**config.mk**
```make
export PLATFORM = sky130hd
export DESIGN_NAME = imm_decode_stage
export DESIGN_NICKNAME = d
export VERILOG_FILES = /design/src/rtl/imm_decode_stage.sv
export SDC_FILE = /design/constraint.sdc
export NUM_CORES = 1
export LEC_CHECK = 0
export CORE_MARGIN = 2
export CORE_UTILIZATION = 47
export CTS_BUF_LIST = sky130_fd_sc_hd__clkbuf_16
export CTS_CLUSTER_DIAMETER = 100
export CTS_CLUSTER_SIZE = 40
export DETAILED_ROUTE_END_ITERATION = 10
export PLACE_DENSITY = 0.76
export SYNTH_ARGS = -nofsm -noshare
export SYNTH_HDL_FRONTEND = slang
export SYNTH_SLANG_ARGS = --single-unit
```
**constraint.sdc**
```tcl
create_clock -name clk -period 5.9 [get_ports clk]
set_input_delay 0.885 -clock clk [delete_from_list [all_inputs] [get_ports clk]]
set_output_delay 0.885 -clock clk [all_outputs]
set_load 0.01 [all_outputs]
```
**src/rtl/imm_decode_stage.sv**
```systemverilog
// Pipelined immediate decoder: valid/ready input, output register plus one skid entry.
// Optional macro IMM_TARGET_ADD_EN adds out_target = out_pc + out_imm carried with each entry.
`timescale 1ns/1ps
module imm_decode_stage #(
  parameter int XLEN = 32,
  parameter int PC_W = 32
) (
  input  logic            clk,
  input  logic            rst,
  input  logic            flush,
  input  logic            in_valid,
  output logic            in_ready,
  input  logic [31:0]     in_instr,
  input  logic [PC_W-1:0] in_pc,
  output logic            out_valid,
  input  logic            out_ready,
  output logic [XLEN-1:0] out_imm,
  output logic [2:0]      out_fmt,
  output logic            out_illegal,
  output logic [PC_W-1:0] out_pc,
  output logic [31:0]     out_instr
`ifdef IMM_TARGET_ADD_EN
  ,
  output logic [PC_W-1:0] out_target
`endif
);

  // Handshake: a beat transfers on a rising edge where valid && ready are both high;
  // in_ready comes straight from the skid-valid flop, so it never looks at out_ready.

  localparam logic [6:0] OPC_OP_IMM   = 7'b0010011;
  localparam logic [6:0] OPC_LOAD     = 7'b0000011;
  localparam logic [6:0] OPC_JALR     = 7'b1100111;
  localparam logic [6:0] OPC_OP_IMM32 = 7'b0011011;
  localparam logic [6:0] OPC_STORE    = 7'b0100011;
  localparam logic [6:0] OPC_BRANCH   = 7'b1100011;
  localparam logic [6:0] OPC_LUI      = 7'b0110111;
  localparam logic [6:0] OPC_AUIPC    = 7'b0010111;
  localparam logic [6:0] OPC_JAL      = 7'b1101111;
  localparam logic [6:0] OPC_SYSTEM   = 7'b1110011;
  localparam logic [6:0] OPC_OP       = 7'b0110011;
  localparam logic [6:0] OPC_OP32     = 7'b0111011;

  localparam logic [2:0] FMT_R   = 3'd0;
  localparam logic [2:0] FMT_I   = 3'd1;
  localparam logic [2:0] FMT_S   = 3'd2;
  localparam logic [2:0] FMT_B   = 3'd3;
  localparam logic [2:0] FMT_U   = 3'd4;
  localparam logic [2:0] FMT_J   = 3'd5;
  localparam logic [2:0] FMT_Z   = 3'd6;
  localparam logic [2:0] FMT_ILL = 3'd7;

  typedef struct packed {
    logic [XLEN-1:0] imm;
    logic [2:0]      fmt;
    logic            illegal;
    logic [PC_W-1:0] pc;
    logic [31:0]     instr;
`ifdef IMM_TARGET_ADD_EN
    logic [PC_W-1:0] target;
`endif
  } entry_t;

  logic [6:0]         opc;
  logic [2:0]         funct3;
  logic               is_shift;
  logic signed [31:0] raw;
  logic [XLEN-1:0]    dec_imm;
  logic [2:0]         dec_fmt;
  entry_t             dec;
  entry_t             or_q;
  entry_t             sk_q;
  logic               or_valid;
  logic               sk_valid;
  logic               accept;
  logic               emit;

  assign opc      = in_instr[6:0];
  assign funct3   = in_instr[14:12];
  assign is_shift = (funct3 == 3'b001) || (funct3 == 3'b101);

  // Every immediate fits a sign-extended 32-bit value; shamt/zimm are small positives,
  // so a single signed widening covers both sign- and zero-extension.
  always_comb begin
    raw     = '0;
    dec_fmt = FMT_ILL;
    case (opc)
      OPC_OP_IMM: begin
        dec_fmt = FMT_I;
        if (is_shift)
          raw = (XLEN == 64) ? {26'b0, in_instr[25:20]} : {27'b0, in_instr[24:20]};
        else
          raw = {{20{in_instr[31]}}, in_instr[31:20]};
      end
      OPC_LOAD, OPC_JALR: begin
        dec_fmt = FMT_I;
        raw     = {{20{in_instr[31]}}, in_instr[31:20]};
      end
      OPC_OP_IMM32: begin
        if (XLEN == 64) begin
          dec_fmt = FMT_I;
          if (is_shift) raw = {27'b0, in_instr[24:20]};
          else          raw = {{20{in_instr[31]}}, in_instr[31:20]};
        end
      end
      OPC_STORE: begin
        dec_fmt = FMT_S;
        raw     = {{20{in_instr[31]}}, in_instr[31:25], in_instr[11:7]};
      end
      OPC_BRANCH: begin
        dec_fmt = FMT_B;
        raw     = {{19{in_instr[31]}}, in_instr[31], in_instr[7], in_instr[30:25],
                   in_instr[11:8], 1'b0};
      end
      OPC_LUI, OPC_AUIPC: begin
        dec_fmt = FMT_U;
        raw     = {in_instr[31:12], 12'b0};
      end
      OPC_JAL: begin
        dec_fmt = FMT_J;
        raw     = {{11{in_instr[31]}}, in_instr[31], in_instr[19:12], in_instr[20],
                   in_instr[30:21], 1'b0};
      end
      OPC_SYSTEM: begin
        if (funct3 == 3'b101 || funct3 == 3'b110 || funct3 == 3'b111) begin
          dec_fmt = FMT_Z;
          raw     = {27'b0, in_instr[19:15]};
        end else begin
          dec_fmt = FMT_I;
          raw     = {{20{in_instr[31]}}, in_instr[31:20]};
        end
      end
      OPC_OP: dec_fmt = FMT_R;
      OPC_OP32: dec_fmt = (XLEN == 64) ? FMT_R : FMT_ILL;
      default: dec_fmt = FMT_ILL;
    endcase
  end

  assign dec_imm = XLEN'(raw);

  always_comb begin
    dec         = '0;
    dec.imm     = dec_imm;
    dec.fmt     = dec_fmt;
    dec.illegal = (dec_fmt == FMT_ILL);
    dec.pc      = in_pc;
    dec.instr   = in_instr;
`ifdef IMM_TARGET_ADD_EN
    // JALR targets depend on rs1, so a PC-relative sum would be misleading there.
    if (dec_fmt == FMT_ILL || opc == OPC_JALR)
      dec.target = '0;
    else
      dec.target = in_pc + PC_W'($signed(dec_imm));
`endif
  end

  assign in_ready = !sk_valid;
  assign accept   = in_valid && in_ready;
  assign emit     = or_valid && out_ready;

  always_ff @(posedge clk or posedge rst) begin
    if (rst) begin
      or_valid <= 1'b0;
      sk_valid <= 1'b0;
      or_q     <= '0;
      sk_q     <= '0;
    end else if (flush) begin
      or_valid <= 1'b0;
      sk_valid <= 1'b0;
    end else if (sk_valid) begin
      // in_ready is low here, so only the skid-to-output move can happen.
      if (emit) begin
        or_q     <= sk_q;
        sk_valid <= 1'b0;
      end
    end else if (accept) begin
      if (!or_valid || out_ready) begin
        or_q     <= dec;
        or_valid <= 1'b1;
      end else begin
        sk_q     <= dec;
        sk_valid <= 1'b1;
      end
    end else if (emit) begin
      or_valid <= 1'b0;
    end
  end

  assign out_valid   = or_valid;
  assign out_imm     = or_q.imm;
  assign out_fmt     = or_q.fmt;
  assign out_illegal = or_q.illegal;
  assign out_pc      = or_q.pc;
  assign out_instr   = or_q.instr;
`ifdef IMM_TARGET_ADD_EN
  assign out_target  = or_q.target;
`endif

endmodule

```
==> reports/results.ini, run 1 <==
[global_route]
grt.total_usage=0.222
grt_pass1_vias=6712
grt_max_degree=123
antenna_found_initial=0
use_met1=0.315
use_met3=0.0279
top_usage_layer=met2
use_met2=0.368
grt_first_pass_wirelength_um=35800
overflow=0

[critical_path]
rr_worst_depth=6
critPathArrivalTime_ns=3.36
critPathMostFrequentCell=a21oi_1
cp-start-kind=flip-flop
r2r-end=out_imm[20]
timing.rr.start=sk_valid
slowest_stage=a21oi_1
cp_top_family=compound AO/OA/AOI/OAI gates
setup.worst_path.class=flip-flop to flip-flop
worstPathCellList=nand2b_1, a211oi_4, buf_4, nand2_2, a21oi_1, a21oi_1
crit_required_ns=6.22
cp_num_buf_inv=1
endpoint_kind=flip-flop
worst_path_largest_cell_delay_ns=0.82
r2r_slack_ns=2.86
cp_max_fo=37

[synthesis]
synth_compound_area_frac=0.129
synth_xor_area_frac=0
synth_top_family_by_area=simple AND/OR/NAND/NOR gates
mappedNetlistArea_um2=8800
synth_common_cells=nand2_1 (290), dfrtp_1 (202), o21ai_0 (105)
synth_ff_type=dfrtp_1
yosys_warnings=0
yosysTopAreaCell=dfrtp_1
synthCells=915
synth_edf_count=0
avgSynthCellArea_um2=9.62
synth.ff_latch_count=202
synthArstFlopShare=1.00
synth.distinct_cells=49
synthMuxAreaShare=0.0729
synth.most_common_cell=nand2_1
synthTopCellsByArea=dfrtp_1 (57%), nand2_1 (12%), mux2i_1 (7.2%)
yosys.area_share.simple=0.186
syn-num-nets=984
synth_top_area_frac=0.574
synth_fa_ha_area_frac=0
yosysSeqAreaShare=0.574

[power]
p_switching_mw=1.01
netSwitchingFraction=0.298
power_density_nw_per_um2=313
pwr-share-clk=0.220
power_mw=3.40
total_leakage_power_nw=4.76
seqPwrFrac=0.542
comb_power_share=0.237
vdd_drop_max_v=0.000182
p_int_mw=2.39

[placement]
io_buffers=170
gp_congestion=0.821
hpwl_um=14100
numPlacedInstances=1266

[worst_hold_path]
holdPathEnd=sk_q[58]
min_from=sk_q[58]
hold_class=flip-flop to flip-flop
whs_path_depth=2

[finish]
drive_above_1_share=0.0431
register_area_um2=5060
n_antenna_cell=0
fin_util=0.587
multi_input_area_um2=3440
fillers=1605
layoutNonFillerInstCount=1278
fin_nets=1112
syn_to_final_growth_pct=23.5

[run_status]
status=finished clean

[sta]
skew_ns=0.0292
max_clock_freq_mhz=329
relSlewSlack=0.303
rsz0062_at_grt=no
final_max_slew_viol_count=0
period_share=0.516
finalSetupViolCount=0
tightest_slew_ns=1.05
period_minus_slack_ns=3.04
setup_tns_ns=0
hold_viol_final=0

[route]
wl_per_cell_um=17.1
drtIter0Drc=426
ant_nets=0
via_count=6800
routed_via_density=5.32
wl_um=21800
dr.pass1.iters=6
drc=0

[clock_network]
post_cts_resize_count=0
clk_pin_slew_ns=0.14
clk_path_buf_depth=3
insertion_delay_ns=0.48
h-tree-depth=1
ctsHoldBuffers=0
cts_sinks=202
cts_setup_buffers=0
cts_root_buffer=clkbuf_16
tritoncts=yes
cts_buffers=9

[run]
cap_viol_max_count=0

[die]
dieWidth_um=141
coreArea_um2=18500
design.die.area_um2=19800
num_io_pins=171
fp.dieH_um=141
fp-row-count=50
start_util=0.475

[area by class of cell]
cell class / instances / share of cell area
clock buffers: 9 / 0.0207
well taps: 234 / 0.0269
flip-flops and latches: 202 / 0.465
repair buffers: 179 / 0.164
multi-input cells: 645 / 0.316
clock inverters: 3 / 0.00460
inverters: 6 / 0.00242
[layer usage]
layer | routed length (um) | vias up | part of all wire
li1 | - | 3330 | -
met1 | 9870 | 3284 | 0.45
met2 | 10600 | 162 | 0.48
met3 | 1040 | 24 | 0.048
met4 | 326 | 0 | 0.015
met5 | 0 | - | 0
[cells in the final DEF, fill, tap and decap left out, types with 9 or more instances in the layout]
cell / netlist / routed
nand2_1: 290 / 290
or3_1: 25 / 24
clkdlybuf4s50_1: 0 / 170
mux2i_1: 63 / 63
a21oi_1: 41 / 41
a21oi_2: 9 / 9
o21ai_0: 105 / 105
nor2_1: 33 / 33
clkbuf_16: 0 / 9
dfrtp_1: 202 / 201
and3_1: 10 / 10
[per-stage QoR]
step | worst slack, ns | hold slack (ns) | cell area (um2)
2_1_floorplan | 2.40 | 0.440 | 8810
3_3_place_gp | 2.50 | 0.452 | 10600
3_5_place_dp | 2.40 | 0.458 | 10600
4_1_cts | 2.86 | 0.491 | 10900
5_1_grt | 2.63 | 0.517 | 10900
6_report | 2.86 | 0.488 | 10900
[worst reg2reg max path: cells and delay by family (launching register included)]
| kind | cells | cell delay (ns) |
|---|---|---|
| flops | 1 | 0.72 |
| simple gates | 2 | 0.53 |
| compound gates | 3 | 1.23 |
| buf+inv | 1 | 0.40 |
[logic make-up (layout without fill, tap and decap cells)]
group | count (synthesis) | in the layout
flops | 202 | 202
mux | 64 | 64
simple gates | 386 | 386
compound gates | 195 | 195
buf+inv | 68 | 197
[sequential cells by signal, indices dropped and copies added (netlist names)]
register     count
out_pc          32
sk_valid         1
sk_q           100
out_instr       32
out_valid        1
out_imm         32
out_fmt          3
out_illegal      1
[worst max-delay path by stage]
| stage | startpoint | endpoint | slack, ns | depth (start not counted) |
|---|---|---|---|---|
| floorplan | rst | out_fmt[0] | 2.40 | 1 |
| global placement | in_valid | out_imm[23] | 2.50 | 7 |
| detailed placement | out_ready | out_pc[17] | 2.40 | 5 |
| CTS | sk_valid | out_pc[17] | 2.86 | 4 |
| global route | sk_valid | out_pc[17] | 2.63 | 4 |
| finish | sk_valid | out_imm[20] | 2.86 | 6 |
[power groups by stage]
stage                     Sequential (mW)  Combinational, mW  Clock (mW)
after detailed placement             1.87              0.814           0
final                                1.84              0.807       0.750
after global routing                 1.88              0.901       0.822
after floorplan                      1.89              0.348           0
after CTS                            1.84              0.818       0.770
after global placement               1.86              0.790           0
No activity file was read; power rests on OpenSTA's default activity.
==> run 2, diff against run 1 <==
==> constraint.sdc (replaced) <==
create_clock -name clk -period 2.6 [get_ports clk]
set_input_delay 0.39 -clock clk [delete_from_list [all_inputs] [get_ports clk]]
set_output_delay 0.39 -clock clk [all_outputs]
set_load 0.01 [all_outputs]
==> reports/results.ini, run 2 (synthesis results as in run 1) <==
[clock_network]
cts_sinks=202  ; unchanged
cts_root_buffer=clkbuf_16
tritoncts=yes
clk_path_buf_depth=3  ; unchanged
h-tree-depth=1  ; unchanged
cts_setup_buffers=0  ; unchanged
ctsHoldBuffers=0  ; unchanged
cts_buffers=9  ; unchanged
insertion_delay_ns=0.47  ; about the same
clk_pin_slew_ns=0.13  ; about the same
post_cts_resize_count=0  ; unchanged

[critical_path]
critPathArrivalTime_ns=2.04  ; -1.32 ns
cp_max_fo=12  ; -68%
r2r_slack_ns=0.39  ; -2.47 ns
crit_required_ns=2.21  ; -4.01 ns
cp-start-kind=flip-flop
slowest_stage=clkdlybuf4s50_1
worst_path_largest_cell_delay_ns=0.64  ; -0.18 ns
endpoint_kind=primary output
worstPathCellList=inv_1, clkdlybuf4s50_1
setup.worst_path.class=flip-flop to primary output

[route]
routed_via_density=5.41  ; +1.7%
wl_um=22300  ; +2.3%
wl_per_cell_um=17.0  ; -0.32%
dr.pass1.iters=7  ; +1
drc=0  ; unchanged
drtIter0Drc=348  ; -18%
ant_nets=0  ; unchanged
via_count=7099  ; +4.4%

[die]
dieWidth_um=141  ; unchanged
fp-row-count=50  ; unchanged
coreArea_um2=18500  ; unchanged
fp.dieH_um=141  ; unchanged
start_util=0.475  ; unchanged
design.die.area_um2=19800  ; unchanged
num_io_pins=171  ; unchanged

[finish]
layoutNonFillerInstCount=1312  ; +2.7%
largest_reg_flops=100  ; unchanged
fin_util=0.605  ; +0.0184
drive_above_1_share=0.0742  ; +0.0311
final_common_cell=nand2_1
syn_to_final_growth_pct=27.4
fillers=1571  ; -2.1%
final_cell_mix=nand2_1 (290), dfrtp_1 (201), clkdlybuf4s50_1 (170)
fin_nets=1145  ; +3.0%
fin_area_um2=11200  ; +3.1%
largest_register=sk_q
n_antenna_cell=0  ; unchanged

[global_route]
antenna_found_initial=0  ; unchanged
grt.total_usage=0.225  ; +0.00274
overflow=0  ; unchanged
grt_max_degree=84  ; -32%
grt_first_pass_wirelength_um=36200  ; +1.3%
grt_pass1_vias=6847  ; +2.0%

[sta]
max_clock_freq_mhz=412
tightest_slew_ns=0.934  ; -0.112 ns
relSlewSlack=0.377  ; +0.0747
setup_tns_ns=0  ; unchanged
finalSetupViolCount=0  ; unchanged
rsz0062_at_grt=no
skew_ns=0.0170  ; -0.0123 ns
final_max_slew_viol_count=0  ; unchanged
hold_viol_final=0  ; unchanged
fin_ws_ns=0.171  ; -2.69 ns
period_minus_slack_ns=2.43
period_share=0.934

[power]
total_leakage_power_nw=4.96  ; +4.2%
netSwitchingFraction=0.289  ; -0.00845
seqPwrFrac=0.534  ; -0.008
vdd_drop_max_v=0.000476  ; +160%
power_density_nw_per_um2=697  ; +120%
p_switching_mw=2.26  ; +120%
pwr-share-clk=0.223  ; +0.003
comb_power_share=0.244  ; +0.007
p_int_mw=5.55  ; +130%

[worst_hold_path]
hold_class=input pin to async pin

[placement]
gp_congestion=0.798  ; -2.7%
numPlacedInstances=1299  ; +2.6%
dpl_worst_slack_ns=-0.0198  ; -2.42 ns
io_buffers=170  ; unchanged
placed_area_um2=10900  ; +3.2%
hpwl_um=15100  ; +7.0%

[run_status]
status=finished clean

[run]
cap_viol_max_count=0  ; unchanged

==> run 2: cell count changes in the layout (fill, tap and decap cells not counted), sizes merged <==
cell,change
buf,+33
bufinv,+1
clkinv,-1
inv,+1
==> run 2: worst paths after layout <==
path	cells after the start	to	startpoint
max in group asynchronous	3	sk_valid	rst
min in group clk	3	sk_q[47]	in_pc[15]
hold reg to reg	2	sk_q[73]	sk_q[73]
setup / recovery	2	in_ready	sk_valid
setup reg to reg	6	out_imm[29]	sk_valid
hold / removal	2	out_imm[22]	rst
==> run 2: cell type report <==
cell class / instances / area, um2 / area share
flip-flops and latches: 202 / 5060 / 0.451
multi-input cells: 645 / 3440 / 0.307
repair buffers: 212 / 2120 / 0.189
well taps: 234 / 293 / 0.0261
clock buffers: 9 / 225 / 0.0201
clock inverters: 4 / 55.1 / 0.00491
inverters: 6 / 26.3 / 0.00234
==> run 2: power by group through the flow <==
stage / combinational, mW / sequential (mW) / clock [mW]
6_report: 1.90 / 4.17 / 1.74
5_1_grt: 2.11 / 4.24 / 1.88
4_1_cts: 1.93 / 4.17 / 1.77
3_5_place_dp: 1.92 / 4.23 / 0
3_3_place_gp: 1.86 / 4.21 / 0
2_1_floorplan: 0.789 / 4.29 / 0
==> run 2: layer usage <==
metal  wire length, um  global-route usage  up-vias
met2             10600               0.364      196
met3              1210              0.0272       30
met5                 0                   0        -
li1                  -                   -     3402
met1              9970               0.323     3471
met4               543              0.0605        0
==> run 2: worst max-delay path, delay by kind of cell, from the launching register on <==
kind     cells  cell delay [ns]
buf+inv      2             1.05
flops        1             0.53
==> run 2: per-stage QoR <==
stage | hold WS, ns | power (mW)
final | 0.356 | 7.81
after global routing | 0.403 | 8.23
after CTS | 0.379 | 7.86
after detailed placement | 0.462 | 6.15
after global placement | 0.453 | 6.07
after floorplan | 0.440 | 5.08
==> run 3, diff against run 2 <==
--- a/config.mk
+++ b/config.mk
@@ -5,6 +5,7 @@
 export SDC_FILE = /design/constraint.sdc
 export NUM_CORES = 1
 export LEC_CHECK = 0
+export CAP_MARGIN = 20
 export CORE_MARGIN = 2
 export CORE_UTILIZATION = 47
 export CTS_BUF_LIST = sky130_fd_sc_hd__clkbuf_16
==> results of run 3 <==
No change in the layout: final DEF, timing and power equal those of run 2.
